[config.mk]
export PLATFORM = sky130hd
export DESIGN_NAME = alu_issue_stage
export DESIGN_NICKNAME = d
export VERILOG_FILES = /design/src/rtl/alu_issue_stage.sv
export SDC_FILE = /design/constraint.sdc
export NUM_CORES = 1
export LEC_CHECK = 0
export ABC_AREA = 1
export CAP_MARGIN = 10
export CORE_AREA = 4 4 115 117
export CTS_CLUSTER_SIZE = 28
export DETAILED_ROUTE_END_ITERATION = 8
export DIE_AREA = 0 0 119 121
export HOLD_SLACK_MARGIN = 0.06
export PLACE_DENSITY = 0.76
export REMOVE_ABC_BUFFERS = 1
export SLEW_MARGIN = 20
export SYNTH_ARGS = -nofsm -noshare
export SYNTH_HDL_FRONTEND = slang
export SYNTH_SLANG_ARGS = --single-unit
[constraint.sdc]
create_clock -name clk -period 1.6 [get_ports clk]
set_input_delay 0.24 -clock clk [delete_from_list [all_inputs] [get_ports clk]]
set_output_delay 0.24 -clock clk [all_outputs]
set_load 0.02 [all_outputs]
[src/rtl/alu_issue_stage.sv]
// Execute-stage front end: decodes ID fields into ALU control/operands (stage 1),
// then captures the ALU result into the EX/WB register (stage 2) with valid/ready.
module alu_issue_stage #(
   parameter int unsigned XLEN    = 32,  // the attached ALU is fixed at 32 bits
   parameter int unsigned SHAMT_W = 5
) (
   input  logic            clk,
   input  logic            reset_n,
   input  logic            flush,
   input  logic            in_valid,
   output logic            in_ready,
   input  logic [6:0]      opcode,
   input  logic [2:0]      funct3,
   input  logic [6:0]      funct7,
   input  logic [XLEN-1:0] rs1_val,
   input  logic [XLEN-1:0] rs2_val,
   input  logic [XLEN-1:0] imm,
   input  logic [4:0]      rd,
   output logic [XLEN-1:0] alu_inp1,
   output logic [XLEN-1:0] alu_inp2,
   output logic [3:0]      alu_control,
   input  logic [XLEN-1:0] alu_result,
   output logic            out_valid,
   input  logic            out_ready,
   output logic [XLEN-1:0] out_result,
   output logic [4:0]      out_rd,
   output logic            out_illegal
);

   localparam logic [6:0] OpReg = 7'b0110011;
   localparam logic [6:0] OpImm = 7'b0010011;

   localparam logic [6:0] F7Base = 7'b0000000;
   localparam logic [6:0] F7Alt  = 7'b0100000;

   localparam logic [3:0] AluPass = 4'b0000;
   localparam logic [3:0] AluSll  = 4'b0001;
   localparam logic [3:0] AluAdd  = 4'b0010;
   localparam logic [3:0] AluSub  = 4'b0100;
   localparam logic [3:0] AluSlt  = 4'b0101;
   localparam logic [3:0] AluXor  = 4'b0110;

   // Stage 1 (EX) state
   logic            ex_valid_q;
   logic [XLEN-1:0] inp1_q;
   logic [XLEN-1:0] inp2_q;
   logic [3:0]      ctrl_q;
   logic [4:0]      ex_rd_q;
   logic            ex_illegal_q;

   // Stage 2 (EX/WB) state
   logic            out_valid_q;
   logic [XLEN-1:0] out_result_q;
   logic [4:0]      out_rd_q;
   logic            out_illegal_q;

   // Decode results
   logic [3:0]      ctrl_d;
   logic            illegal_d;
   logic [XLEN-1:0] op2;
   logic [XLEN-1:0] inp2_d;

   logic adv2;
   logic accept;

   always_comb begin
      ctrl_d    = AluPass;
      illegal_d = 1'b1;
      op2       = rs2_val;
      unique case (opcode)
         OpReg: begin
            op2 = rs2_val;
            unique case (funct3)
               3'b000: begin
                  if (funct7 == F7Base) begin
                     ctrl_d    = AluAdd;
                     illegal_d = 1'b0;
                  end else if (funct7 == F7Alt) begin
                     ctrl_d    = AluSub;
                     illegal_d = 1'b0;
                  end
               end
               3'b001: begin
                  if (funct7 == F7Base) begin
                     ctrl_d    = AluSll;
                     illegal_d = 1'b0;
                  end
               end
               3'b010: begin
                  if (funct7 == F7Base) begin
                     ctrl_d    = AluSlt;
                     illegal_d = 1'b0;
                  end
               end
               3'b100: begin
                  if (funct7 == F7Base) begin
                     ctrl_d    = AluXor;
                     illegal_d = 1'b0;
                  end
               end
               default: ;
            endcase
         end
         OpImm: begin
            op2 = imm;
            unique case (funct3)
               3'b000: begin
                  ctrl_d    = AluAdd;
                  illegal_d = 1'b0;
               end
               3'b001: begin
                  if (funct7 == F7Base) begin
                     ctrl_d    = AluSll;
                     illegal_d = 1'b0;
                  end
               end
               3'b010: begin
                  ctrl_d    = AluSlt;
                  illegal_d = 1'b0;
               end
               3'b100: begin
                  ctrl_d    = AluXor;
                  illegal_d = 1'b0;
               end
               default: ;
            endcase
         end
         default: ;
      endcase
   end

   // The ALU shifts by the full operand, so the shift amount is masked here.
   always_comb begin
      inp2_d = op2;
      if (ctrl_d == AluSll) begin
         inp2_d = {{(XLEN - SHAMT_W){1'b0}}, op2[SHAMT_W-1:0]};
      end
   end

   assign adv2     = ex_valid_q & (~out_valid_q | out_ready);
   assign in_ready = reset_n & ~flush & (~ex_valid_q | adv2);
   assign accept   = in_valid & in_ready;

   always_ff @(posedge clk) begin
      if (!reset_n) begin
         ex_valid_q    <= 1'b0;
         inp1_q        <= '0;
         inp2_q        <= '0;
         ctrl_q        <= AluPass;
         ex_rd_q       <= '0;
         ex_illegal_q  <= 1'b0;
         out_valid_q   <= 1'b0;
         out_result_q  <= '0;
         out_rd_q      <= '0;
         out_illegal_q <= 1'b0;
      end else if (flush) begin
         // Only the valid bits are squashed; stale data is harmless.
         ex_valid_q  <= 1'b0;
         out_valid_q <= 1'b0;
      end else begin
         if (adv2) begin
            out_valid_q   <= 1'b1;
            out_result_q  <= alu_result;
            out_rd_q      <= ex_rd_q;
            out_illegal_q <= ex_illegal_q;
         end else if (out_ready) begin
            out_valid_q <= 1'b0;
         end

         if (accept) begin
            ex_valid_q   <= 1'b1;
            inp1_q       <= rs1_val;
            inp2_q       <= inp2_d;
            ctrl_q       <= ctrl_d;
            ex_rd_q      <= rd;
            ex_illegal_q <= illegal_d;
         end else if (adv2) begin
            ex_valid_q <= 1'b0;
         end
      end
   end

   assign alu_inp1    = inp1_q;
   assign alu_inp2    = inp2_q;
   assign alu_control = ctrl_q;
   assign out_valid   = out_valid_q;
   assign out_result  = out_result_q;
   assign out_rd      = out_rd_q;
   assign out_illegal = out_illegal_q;

endmodule

==> impl_metrics.yaml, run 1 <==
status:
  outcome: "completed"
route:
  dr.first_iter.drc_count: 223
  first_pass_iters: 4
  ant_nets: 0
  vias_per_cell: 4.699
  num_vias: 5197
  wire_per_inst_um: 14.48
  drc: 0
  drt-total-wl_um: 16020
placement:
  hpwlAfterDp_um: 11310
  port_buffers: 261
  placed_cell_area_mm2: 0.007537
  gp_congestion: 0.8401
grt:
  grt_usage: 0.2094
  grt_antenna_before_repair: 0
  grt_pass1_vias: 4895
  grt_pass1_wl_um: 24270
  grt-ovfl-total: 0
  grt_max_degree: 85
worst_setup_path:
  end_kind: "output pin"
  required_ps: 1360
  crit_chain: "clkdlybuf4s50_1"
  critical_path_class: "reg -> out"
  cpMaxStageDelayCell: "clkdlybuf4s50_1"
  startpoint_type: "flip-flop"
  cp_num_buf_inv: 1
  cpPeakStageDelay_ps: 600
  cp_max_fo: 2
  arrival_ps: 1320
  path_delay_family: "buffers and inverters"
sta:
  clock_skew_ps: 9.944
  fin_crit_sh: 0.9736
  final.setup.tns_ps: 0
  holdWs_ps: 237.5
  hold_violations: 0
  max_slew_margin: 0.5120
  drv_slew: 0
  finalSetupViolCount: 0
  max_freq_mhz: 641.9
  post-route-min-period_ps: 1558
  tightest_slew_ps: 732.0
  grt_setup_unrepaired: "yes"
power:
  p_total_uw: 7681
  switchingPower_uw: 1818
  p_clk_frac: 0.473
  p_seq_frac: 0.389
  switching_share: 0.2367
  comb_power_share: 0.138
  ir_drop_mv: 0.6162
  p_leak_uw: 0.004454
  p_int_uw: 5863
  pwr_density_cell_mw_per_mm2: 931.7
clock_tree:
  ctsRootBufferMaster: "clkbuf_16"
  tritoncts: "yes"
  cts_max_path_buffers: 2
  htree_num_levels: 4
  insertion_delay_ps: 400
  cts_sinks: 113
  cts-buffers-inserted: 17
  clk_pin_slew_worst_paths_ps: 50
synth:
  netlist_area_mm2: 0.004563
  ys_top_cells_by_area: "dfxtp_1 50%, nor2_1 14%, nand2_1 11%, o21ai_0 8.3%, a21oi_1 6.5%"
  syn_inst: 648
  ys_ff_latch: 113
  ys_types: 25
  syn_avg_cell_area_um2: 7.042
  ys_seq_area_frac: 0.4957
  yosys.area.top_type: "dfxtp_1"
  yosysTopAreaCellShare: 0.4957
  ys_warn_count: 0
floorplan:
  core_mm2: 0.01236
  io_pins: 263
  die_h_um: 121
  dieArea_mm2: 0.01440
  rows: 41
  initial_core_util: 0.3691
  die_x_um: 119
min_path:
  hold_path.class: "in -> reg"
final_layout:
  diodes: 0
  drive_above_1_share: 0.09315
  postLayoutCellArea_mm2: 0.008244
  layout_commonest_cell: "nor2_1"
  area_growth_pct: 80.67
  nNetsFinal: 1078
  layout_common_cells: "162 x nor2_1, 156 x clkdlybuf4s50_1, 136 x nand2_1"
job:
  drv_cap: 0
-- final timing paths --
kind / startpoint / to / slack, ps / cells past startpoint
setup / recovery: out_result[11] / out_result[11] / 40 / 1
hold / removal: reset_n / out_valid / 240 / 5
setup reg to reg: out_valid / alu_inp2[11] / 50 / 11
hold reg to reg: alu_inp2[8] / alu_inp2[8] / 460 / 2
-- cells by family after synthesis --
logic type	count (synthesis)	share of synthesized area
other cells	1	0.0008218
flops	113	0.4958
buf+inv	65	0.06169
simple gates	322	0.2761
compound gates	147	0.1656
-- cells in the mapped netlist --
library cell,instances
nand4_1,1
clkbuf_1,26
nor2_4,1
nand2_1,136
a21boi_0,1
a31oi_1,2
nand3b_1,1
o21ai_0,76
buf_6,2
nor2_8,1
nor3_1,2
o21ai_1,3
a21oi_1,59
dfxtp_1,113
buf_2,11
inv_1,20
clkbuf_2,1
o211ai_1,6
nand2_2,2
conb_1,1
nand3_1,11
buf_1,1
nor2_1,167
inv_2,2
buf_4,2
-- state kept, by name (all words and copies together) (netlist names) --
register      cells
out_rd            5
alu_inp1         32
alu_control       3
ex_illegal_q      1
out_valid         1
out_result       32
alu_inp2         32
out_illegal       1
ex_valid_q        1
ex_rd_q           5
-- metal layers --
metal	track usage	vias up	share of wire
li1	-	2627	-
met1	0.2395	2341	0.41
met2	0.3529	214	0.48
met3	0.1002	15	0.10
met4	0.05141	0	0.013
met5	0	-	0
-- power groups by stage --
| stage | clock network, uW | registers [uW] | logic [uW] |
|---|---|---|---|
| global route | 3840 | 3000 | 1140 |
| CTS | 3680 | 2990 | 1060 |
| global placement | 0 | 3050 | 1090 |
| floorplan | 0 | 3180 | 226 |
| detailed placement | 0 | 3050 | 1100 |
| finish | 3630 | 2990 | 1060 |
-- stage by stage --
step / util / setup WS [ps] / std cells
floorplan: - / -1754 / 605
global placement: 0.6097 / -258.2 / 1072
detailed placement: 0.6097 / -301.1 / 1072
CTS: 0.6499 / -81.01 / 1102
global route: 0.6668 / -45.12 / 1106
finish: 0.6668 / 42.18 / 1106
-- what timing repair did --
item / in CTS / in global routing
pin swaps: 1 / 5
endpoints found under the setup margin: 59 / 75
gates resized for setup: 61 / 58
hold buffers: 0 / 0
gates cloned: 0 / 2
buffers inserted: 0 / 2
-- layout make-up --
cell class,count,area (um2)
clock buffer,20,456.7
clock inverter,10,112.6
fill,1065,4119
inverter,22,82.58
multi-input combinational,470,2061
sequential,113,2262
tap,172,215.2
timing repair buffer,299,3054
Power figures use the tool's default switching activity.
==> run 2, diff against run 1 <==
CORE_AREA = 4 4 114 116   (was 4 4 115 117)
CTS_BUF_LIST = sky130_fd_sc_hd__clkbuf_8   (was unset)
DIE_AREA = 0 0 118 120   (was 0 0 119 121)
PLACE_DENSITY = 0.77   (was 0.76)
==> impl_metrics.yaml, run 2 (synthesized netlist as in run 1, its figures left out) <==
sta:
  holdWs_ps: 178.8
  grt_setup_unrepaired: "yes"
  max_slew_margin: 0.5166
  max_freq_mhz: 639.2
  drv_slew: 0
  post-route-min-period_ps: 1564
  tightest_slew_ps: 725.1
  finalSetupViolCount: 0
  hold_violations: 0
  clock_skew_ps: 8.212
  fin_crit_sh: 0.9777
final_layout:
  area_growth_pct: 73.54
  diodes: 0
  postLayoutCellArea_mm2: 0.007919
  layout_commonest_cell: "nor2_1"
  finish.utilization: 0.6648
  nNetsFinal: 1080
  fillers: 1059
  layout_common_cells: "162 x nor2_1, 153 x clkdlybuf4s50_1, 135 x nand2_1"
  drive_above_1_share: 0.1034
  layout.cells.non_filler: 1085
route:
  drc: 0
  dr.first_iter.drc_count: 281
  num_vias: 5215
  drt-total-wl_um: 16180
  first_pass_iters: 4
  wire_per_inst_um: 14.91
  ant_nets: 0
  vias_per_cell: 4.806
min_path:
  hold_depth: 5
  min_to: "out_valid"
  min_from: "reset_n"
  hold_path.class: "in -> reg"
clock_tree:
  ctsRootBufferMaster: "clkbuf_8"
  cts_max_path_buffers: 2
  htree_num_levels: 4
  cts_sinks: 113
  cts-buffers-inserted: 17
  hold_buffers: 0
  insertion_delay_ps: 430
  clk_pin_slew_worst_paths_ps: 70
  tritoncts: "yes"
placement:
  placed_cells: 1049
  gp_congestion: 0.8491
  placed_cell_area_mm2: 0.007508
  port_buffers: 261
  hpwlAfterDp_um: 11380
grt:
  grt_pass1_wl_um: 24630
  grt_antenna_before_repair: 0
  grt_max_degree: 85
  grt_usage: 0.2180
  grt_pass1_vias: 4956
  grt-ovfl-total: 0
power:
  ir_drop_mv: 0.5028
  pwr_density_cell_mw_per_mm2: 854.3
  p_total_uw: 6765
  p_leak_uw: 0.003841
floorplan:
  io_pins: 263
  core_mm2: 0.01191
  die_h_um: 120
  initial_core_util: 0.3831
  rows: 40
  die_x_um: 118
  dieArea_mm2: 0.01416
worst_setup_path:
  startpoint_type: "flip-flop"
  reg2reg_from: "out_valid"
  worst_r2r_path_depth: 11
  r2r_end: "alu_inp2[14]"
  end_kind: "flip-flop"
  regToRegSetupSlack_ps: 40
  worstSetupStartpoint: "out_valid"
  cp_max_fo: 15
  arrival_ps: 1920
  required_ps: 1960
  critical_path_class: "reg -> reg"
job:
  drv_cap: 0
status:
  outcome: "completed"
-- run 2: changes by cell type in the layout (fill, tap and decap cells not counted), sizes merged --
| cell | before | now |
|---|---|---|
| buf | 38 | 40 |
| clkinv | 6 | 7 |
| clkbuf | 22 | 24 |
| clkdlybuf4s50 | 156 | 153 |
| clkinvlp | 2 | 1 |
| dlymetal6s2s | 45 | 0 |
| dlygate4sd2 | 58 | 106 |
-- run 2: final cells by class --
class                           count  area (um2)  share of cell area
Tap cell                          147       183.9             0.02323
Timing Repair Buffer              301        2895              0.3656
Inverter                           22       90.09             0.01138
Clock inverter                     10       106.4             0.01343
Sequential cell                   113        2262              0.2857
Clock buffer                       22       302.8             0.03824
Multi-Input combinational cell    470        2078              0.2624
-- run 2: metal layers --
layer / track usage / routed length [um]
met5: 0 / 0
met1: 0.2428 / 6647
met4: 0.1070 / 476
met3: 0.1051 / 1717
met2: 0.3493 / 7333
-- run 2: worst max path at each step --
stage                    to  depth (start not counted)
2_1_floorplan   out_illegal                          6
3_3_place_gp   alu_inp2[21]                         10
3_5_place_dp   alu_inp2[26]                         10
4_1_cts            in_ready                          6
5_1_grt        alu_inp2[14]                         11
6_report       alu_inp2[14]                         11
-- run 2: metrics by stage --
stage / setup slack (ps) / TNS [ps]
after CTS: 32.11 / 0
after floorplan: -1754 / -95840
final: 35.66 / 0
after global placement: -262.5 / -11770
after global routing: -57.98 / -78.33
after detailed placement: -345.6 / -15680
-- run 2: critical path, cell delays in order, from the launching register on --
cell and delay, ps:
dfxtp_1 310, inv_1 60, nor2_2 40, nand2_2 70, nand2_2 60, buf_4 150, nor2_8 170, inv_8 80
buf_12 150, a21oi_1 150, nand2_1 80, a21oi_1 140
-- run 2: what timing repair did --
action / in CTS / in global routing
endpoints found under the setup margin: 107 / 62
pin swaps: 1 / 1
cloned: 0 / 2
buffers inserted: 1 / 1
gates resized for setup: 110 / 23
hold endpoints to repair: 0 / 0
-- run 2: power breakdown --
part | total (uW) | internal, uW | switching (uW)
Clock | 2720 | 1580 | 1150
Combinational | 1060 | 571 | 487
Sequential | 2980 | 2930 | 51.4
